[config.mk]
export PLATFORM = sky130hd
export DESIGN_NAME = product_bcd_conv
export DESIGN_NICKNAME = d
export VERILOG_FILES = /design/src/rtl/lab5_pkg.sv /design/src/rtl/bcd_add3.sv /design/src/rtl/product_bcd_conv.sv
export SDC_FILE = /design/constraint.sdc
export NUM_CORES = 1
export LEC_CHECK = 0
export BUFFER_PORTS_ARGS = -buffer_cell sky130_fd_sc_hd__buf_4
export CORE_ASPECT_RATIO = 1.2
export CORE_MARGIN = 8
export CORE_UTILIZATION = 31
export CTS_CLUSTER_SIZE = 16
export DETAILED_ROUTE_END_ITERATION = 10
export GPL_TIMING_DRIVEN = 0
export PLACE_DENSITY = 0.48
export SETUP_SLACK_MARGIN = 0.02
export SYNTH_ARGS = -nofsm -noshare
export SYNTH_HDL_FRONTEND = slang
export SYNTH_HIERARCHICAL = 1
export SYNTH_SLANG_ARGS = --single-unit
[constraint.sdc]
create_clock -name Clk -period 5 [get_ports Clk]
set_input_delay 0.5 -clock Clk [delete_from_list [all_inputs] [get_ports Clk]]
set_output_delay 0.5 -clock Clk [all_outputs]
set_load 0.02 [all_outputs]
[src/rtl/lab5_pkg.sv]
// Shared constants and FSM state type for the product binary-to-BCD converter.
package lab5_pkg;

    localparam int PROD_W_DEFAULT = 16;
    localparam int NDIG_DEFAULT   = 5;
    localparam int BCD_CNT_W      = $clog2(PROD_W_DEFAULT);

    typedef enum logic [1:0] {
        IDLE,
        SHIFT,
        DONE
    } bcd_state_t;

endpackage

[src/rtl/bcd_add3.sv]
// Per-digit double-dabble correction: a digit of 5 or more gets 3 added before the shift.
module bcd_add3 (
    input  logic [3:0] digit,
    output logic [3:0] fixed
);

    assign fixed = (digit >= 4'd5) ? digit + 4'd3 : digit;

endmodule

[src/rtl/product_bcd_conv.sv]
// Sequential signed-product to BCD converter, one double-dabble step per clock.
// Optional leading-zero mask output enabled by defining PROD_BCD_BLANK_EN.
module product_bcd_conv
    import lab5_pkg::*;
#(
    parameter int PROD_W = PROD_W_DEFAULT,
    parameter int NDIG   = NDIG_DEFAULT
) (
    input  logic                     Clk,
    input  logic                     Reset,
    input  logic                     Start,
    input  logic signed [PROD_W-1:0] Prod,
    output logic                     Busy,
    output logic                     Done,
    output logic                     Neg,
    output logic [NDIG*4-1:0]        Bcd
`ifdef PROD_BCD_BLANK_EN
    ,
    output logic [NDIG-1:0]          Blank
`endif
);

    localparam int CNT_W = $clog2(PROD_W);
    localparam int BCD_W = NDIG * 4;
    localparam logic [CNT_W-1:0] LAST_CNT = CNT_W'(PROD_W - 1);

    bcd_state_t        state, state_nxt;
    logic              start_q;
    logic [CNT_W-1:0]  cnt;
    logic [PROD_W-1:0] mag;
    logic [BCD_W-1:0]  acc, acc_adj, acc_shl;
    logic              neg_i;
    logic              launch, last;

    // Start edges arriving mid-conversion are dropped, not queued.
    assign launch = Start & ~start_q & (state != SHIFT);
    assign last   = (state == SHIFT) && (cnt == LAST_CNT);

    for (genvar g = 0; g < NDIG; g++) begin : g_add3
        bcd_add3 u_add3 (
            .digit (acc[4*g +: 4]),
            .fixed (acc_adj[4*g +: 4])
        );
    end

    assign acc_shl = {acc_adj[BCD_W-2:0], mag[PROD_W-1]};

    assign Busy = (state == SHIFT);
    assign Done = (state == DONE);

    always_comb begin
        state_nxt = state;
        case (state)
            IDLE, DONE: if (launch) state_nxt = SHIFT;
            SHIFT:      if (cnt == LAST_CNT) state_nxt = DONE;
            default:    state_nxt = IDLE;
        endcase
    end

`ifdef PROD_BCD_BLANK_EN
    function automatic logic [NDIG-1:0] blank_mask(input logic [BCD_W-1:0] b);
        logic [NDIG-1:0] m;
        logic            z;
        m = '0;
        z = 1'b1;
        for (int i = NDIG - 1; i >= 1; i--) begin
            z    = z & (b[4*i +: 4] == 4'd0);
            m[i] = z;
        end
        return m;
    endfunction
`endif

    // Control and visible results; outputs load on the final shift so they change only on entering DONE.
    always_ff @(posedge Clk or negedge Reset) begin
        if (!Reset) begin
            state   <= IDLE;
            start_q <= 1'b0;
            cnt     <= '0;
            Neg     <= 1'b0;
            Bcd     <= '0;
`ifdef PROD_BCD_BLANK_EN
            Blank   <= {{(NDIG-1){1'b1}}, 1'b0};
`endif
        end else begin
            state   <= state_nxt;
            start_q <= Start;
            if (launch)
                cnt <= '0;
            else if (state == SHIFT)
                cnt <= cnt + 1'b1;
            if (last) begin
                Neg   <= neg_i;
                Bcd   <= acc_shl;
`ifdef PROD_BCD_BLANK_EN
                Blank <= blank_mask(acc_shl);
`endif
            end
        end
    end

    // Working datapath; never observed outside a conversion, so it carries no reset.
    always_ff @(posedge Clk) begin
        if (launch) begin
            neg_i <= Prod[PROD_W-1];
            mag   <= Prod[PROD_W-1] ? PROD_W'(-Prod) : PROD_W'(Prod);
            acc   <= '0;
        end else if (state == SHIFT) begin
            mag   <= mag << 1;
            acc   <= acc_shl;
        end
    end

endmodule

==> impl_metrics.toml, run 1 <==
[power_and_ir_drop]
ir_drop_uv = 192
power_mw = 2.55
p_leak_nw = 1.80
powerDensity_nw_per_um2 = 648

[clocking]
cts.sinks = 65
worstSkewPairLatency_ns = 0.32
postCtsSetupRepairBufs = 0
cts_made_buffers = 9
htreeDepth = 3
cts.reportedPaths.clkPinSlew_ns = 0.05
cts_tree = "done"
cts.path.max_buffers = 2
cts_root_buf = "clkbuf_16"
ctsHoldBuffers = 0
cts_resized = 0

[floorplan]
io_pins = 42
rows = 40
die_area_um2 = 13700
core_area_um2 = 9960
start_util_pct = 31.7
die_y_um = 127
die_w_um = 108

[drt]
final_antenna_net_count = 0
routedLengthMet1_um = 2900
drc = 0
vias_per_cell = 4.65
first_iter_violations = 86
routedWlPerCell_um = 13.4
firstDrtPassIters = 4
wirelength_um = 6310
topRoutingLayerUsed = "met4"
num_vias = 2195
wl_met3_um = 351
wl_met2_um = 3010

[global_route]
grt_pass1_wl_um = 11100
overflow = 0
grt_antenna_before_repair = 0
grt_pass1_vias = 2314
grt_max_degree = 29
gr-usage-all-layers_pct = 10.1

[sta]
tightest_slew_ns = 0.604
post-route-period-util_pct = 46.4
finalSetupViolations = 0
fmax_ghz = 0.431
fin_skew_ns = 0.00530
min_period_ns = 2.32
setup_tns_ns = 0
slew_violations = 0
max_slew_margin_pct = 59.7
grt_setup_unrepaired = "no"
hold_viol_final = 0

[critical_path]
r2r_slack_ns = 2.68
startpoint_type = "flop"
path_class = "flop to flop"
critPathMaxFanout = 16
r2r_end = "mag[15]"
r2r_start = "state[0]"
reg2reg_depth = 5
crit_path_start = "state[0]"
cp-end-kind = "flop"
critPathArrivalTime_ns = 2.29
crit_required_ns = 4.97

[synth]
ys_warn_count = 6
mappedNetlistArea_um2 = 3150
synth_fp_nets = 320
netlist_instances = 289
avgSynthCellArea_um2 = 10.9

[placement]
io_buffers = 41
dp_hpwl_um = 4780
place_congestion = 0.739

[layout]
final_common_cell = "nand2_1"
diodes = 0
fillers = 984
layout-drive-gt1-share_pct = 25.1
nNetsFinal = 372
final_cell_mix = "nand2_1 (43), buf_4 (41), dfrtp_1 (28)"
areaGrowthSynthToFinish_pct = 24.9

[outcome]
status = "complete, no violations"

[min_path]
hold_class = "input pin to async pin"

[flow_run]
cap_violations = 0
-- power breakdown --
group	switching, mW	total, mW	internal (mW)
Sequential	0.151	0.956	0.805
Combinational	0.492	0.941	0.449
Clock	0.211	0.655	0.444
Total	0.854	2.55	1.70
-- critical path, stage by stage, from the launching register on --
cell	delay [ns]
dfrtp_1	0.39
nand2b_1	0.18
inv_1	0.15
nor2_1	0.36
clkbuf_1	0.45
inv_1	0.43
-- flip-flops by register name (all words and copies together) (netlist names) --
signal   flops
Neg          1
neg_i        1
mag         16
state        2
Bcd         20
acc         20
start_q      1
cnt          4
-- area by class of cell --
type | count | area, um^2 | share of cell area (%)
sequential | 65 | 1610 | 40.9
multi-input combinational | 198 | 1440 | 36.6
timing repair buffer | 41 | 308 | 7.81
clock buffer | 15 | 289 | 7.34
tap | 126 | 158 | 4.00
inverter | 15 | 56.3 | 1.43
buffer | 11 | 43.8 | 1.11
clock inverter | 1 | 30.0 | 0.762
-- per-layer routing --
layer	vias to the layer above	global-route usage, %
met5	-	0
met4	0	3.68
met3	8	3.65
met2	42	16.2
met1	1025	12.0
li1	1120	-
-- worst max-delay path by stage --
stage                         end  slack (ns)  depth (start not counted)
final                     mag[15]        2.68                          5
after global routing      mag[11]        2.42                          5
after CTS                  mag[2]        2.60                          5
after detailed placement  mag[11]        2.61                          5
after global placement     mag[9]        2.56                          5
after floorplan           mag[14]        2.98                          5
-- per-stage QoR --
stage                     instances  instance area (um^2)  hold WS (ns)  utilization, %  setup slack [ns]
after floorplan                 289                  3150         0.204               -              2.98
after global placement          456                  3620         0.458            36.3              2.56
after detailed placement        456                  3620         0.461            36.3              2.61
after CTS                       472                  3940         0.115            39.5              2.60
after global routing            472                  3940         0.135            39.5              2.42
final                           472                  3940         0.102            39.5              2.68
Note: power is estimated with default switching activity, not from simulation.
==> inputs of run 2 (changes only) <==
- clock period: 5 -> 2.4 ns (I/O delays scaled with it)
==> run 2 against run 1 <==
Effect of this change:
- register-to-register slack worse by 2.3 ns
- sequential cell count unchanged
- power grew 110%
- maximum frequency grew 15%
- core utilization rose by 0.23 points
- critical endpoint is now mag[2]
- die area did not move
- via count fell by 0.23%
- first-iteration DRC count up 13%
- sequential share of layout area decreased by 0.23 points
- critical path depth grew 1
- worst hold slack worse by 0.060 ns
- combinational power increased by 110%
- largest cell class unchanged
==> impl_metrics.toml, run 2 (synthesis gave the netlist of run 1 again) <==
[sta]
tightest_slew_ns = 0.568
setup_tns_ns = 0
hold_viol_final = 0
post-route-period-util_pct = 84.3
grt_setup_unrepaired = "no"
max_slew_margin_pct = 62.2
slew_violations = 0
fin_hold_ws_ns = 0.0419
min_period_ns = 2.02
fin_skew_ns = 0.00527
fmax_ghz = 0.494
finalSetupViolations = 0

[floorplan]
die_w_um = 108
io_pins = 42
die_y_um = 127
core_area_um2 = 9960
start_util_pct = 31.7
rows = 40
die_area_um2 = 13700

[power_and_ir_drop]
p_leak_nw = 1.81
power_frac_clock_pct = 25.6
switching_share_pct = 33.4
combPwrFrac_pct = 37.1
power_frac_seq_pct = 37.4
ir_drop_uv = 399
switching_power_mw = 1.78
powerDensity_nw_per_um2 = 1340
intPower_mw = 3.55

[global_route]
gr-usage-all-layers_pct = 10.1
met3_usage_pct = 3.65
grt_antenna_before_repair = 0
grt_pass1_vias = 2317
grt_use_met2_pct = 16.2
grt_pass1_wl_um = 11200
met1_usage_pct = 12.1
grt_max_degree = 29
overflow = 0
busiest_layer = "met2"

[layout]
top_regs = "Bcd (20), acc (20), mag (16)"
nNetsFinal = 374
finish.instance_area_um2 = 3960
areaGrowthSynthToFinish_pct = 25.6
final_common_cell = "nand2_1"
fillers = 983
layout-drive-gt1-share_pct = 25.9
fin_cells = 474
final_cell_mix = "nand2_1 (43), buf_4 (42), dfrtp_1 (28)"
final_core_util_pct = 39.8
diodes = 0

[min_path]
hold_class = "input pin to flop"

[placement]
dp_hpwl_um = 4780
io_buffers = 41
dp.cells = 456
postPlaceCellArea_um2 = 3620
place_congestion = 0.739

[critical_path]
cp-end-kind = "flop"
path_buf_inv = 4
crit_required_ns = 2.46
crit_chain = "nand2b_1 -> inv_1 -> nor2_1 -> clkbuf_2 -> clkinvlp_4 -> buf_4"
critPathArrivalTime_ns = 2.08
path_class = "flop to flop"
startpoint_type = "flop"
critPathMaxFanout = 16
crit_family = "buffers and inverters"
slowest_delay_ns = 0.39
slowest_stage = "dfrtp_1"

[drt]
vias_per_cell = 4.62
routedWlPerCell_um = 13.3
first_iter_violations = 97
num_vias = 2190
wirelength_um = 6310
drc = 0
firstDrtPassIters = 4
final_antenna_net_count = 0

[clocking]
cts.path.max_buffers = 2
cts_root_buf = "clkbuf_16"
cts.reportedPaths.clkPinSlew_ns = 0.05
cts.sinks = 65
cts_tree = "done"
htreeDepth = 3
cts_made_buffers = 9
worstSkewPairLatency_ns = 0.32

[outcome]
status = "complete, no violations"

[flow_run]
cap_violations = 0
[run 2: per-stage QoR]
step	setup WS (ns)	total power [mW]
after global routing	0.189	5.77
after detailed placement	0.00728	4.01
after global placement	-0.0367	3.97
final	0.376	5.33
after floorplan	0.596	3.38
after CTS	0.117	5.41
[run 2: power groups by stage]
stage               clock network [mW]  registers, mW  logic [mW]
CTS                               1.40           1.99        2.02
global placement                     0           2.00        1.97
finish                            1.36           1.99        1.97
global route                      1.46           2.07        2.24
floorplan                            0           2.10        1.28
detailed placement                   0           2.02        1.99
[run 2: final cells by class]
cell class | instances | area [um^2] | area share [%]
sequential | 65 | 1610 | 40.7
multi-input combinational | 198 | 1440 | 36.4
timing repair buffer | 43 | 325 | 8.21
clock buffer | 15 | 289 | 7.30
tap | 126 | 158 | 3.98
inverter | 15 | 60.1 | 1.52
buffer | 11 | 45.0 | 1.14
clock inverter | 1 | 30.0 | 0.758
[run 2: worst reg2reg max path: stages, from the launching register on]
cell and delay (ns):
dfrtp_1 0.39, nand2b_1 0.18, inv_1 0.15, nor2_1 0.36
clkbuf_2 0.35, clkinvlp_4 0.12, buf_4 0.21
[run 2: repair_timing]
action,4_1_cts,5_1_grt
resized for setup,1,2
endpoints found under the setup margin,16,16
buffers inserted,1,0
hold buffers,1,0
gates cloned,0,0
hold endpoints to repair,28,0
[run 2: final timing paths]
| check | startpoint | end | slack (ns) | cells after the start |
|---|---|---|---|---|
| max | state[0] | mag[2] | 0.38 | 6 |
| max reg2reg | state[0] | mag[2] | 0.38 | 6 |
| max in group asynchronous | Reset | Bcd[2] | 1.71 | 2 |
| min reg2reg | acc[17] | acc[17] | 0.48 | 1 |
| min | Start | start_q | 0.04 | 1 |
| min in group asynchronous | Reset | Bcd[10] | 0.39 | 2 |
[run 2: metal layers]
layer  wire length, um  up-vias
met3               350        4
met5                 0        -
met4                32        0
met2              3020       38
li1                  -     1124
met1              2910     1024
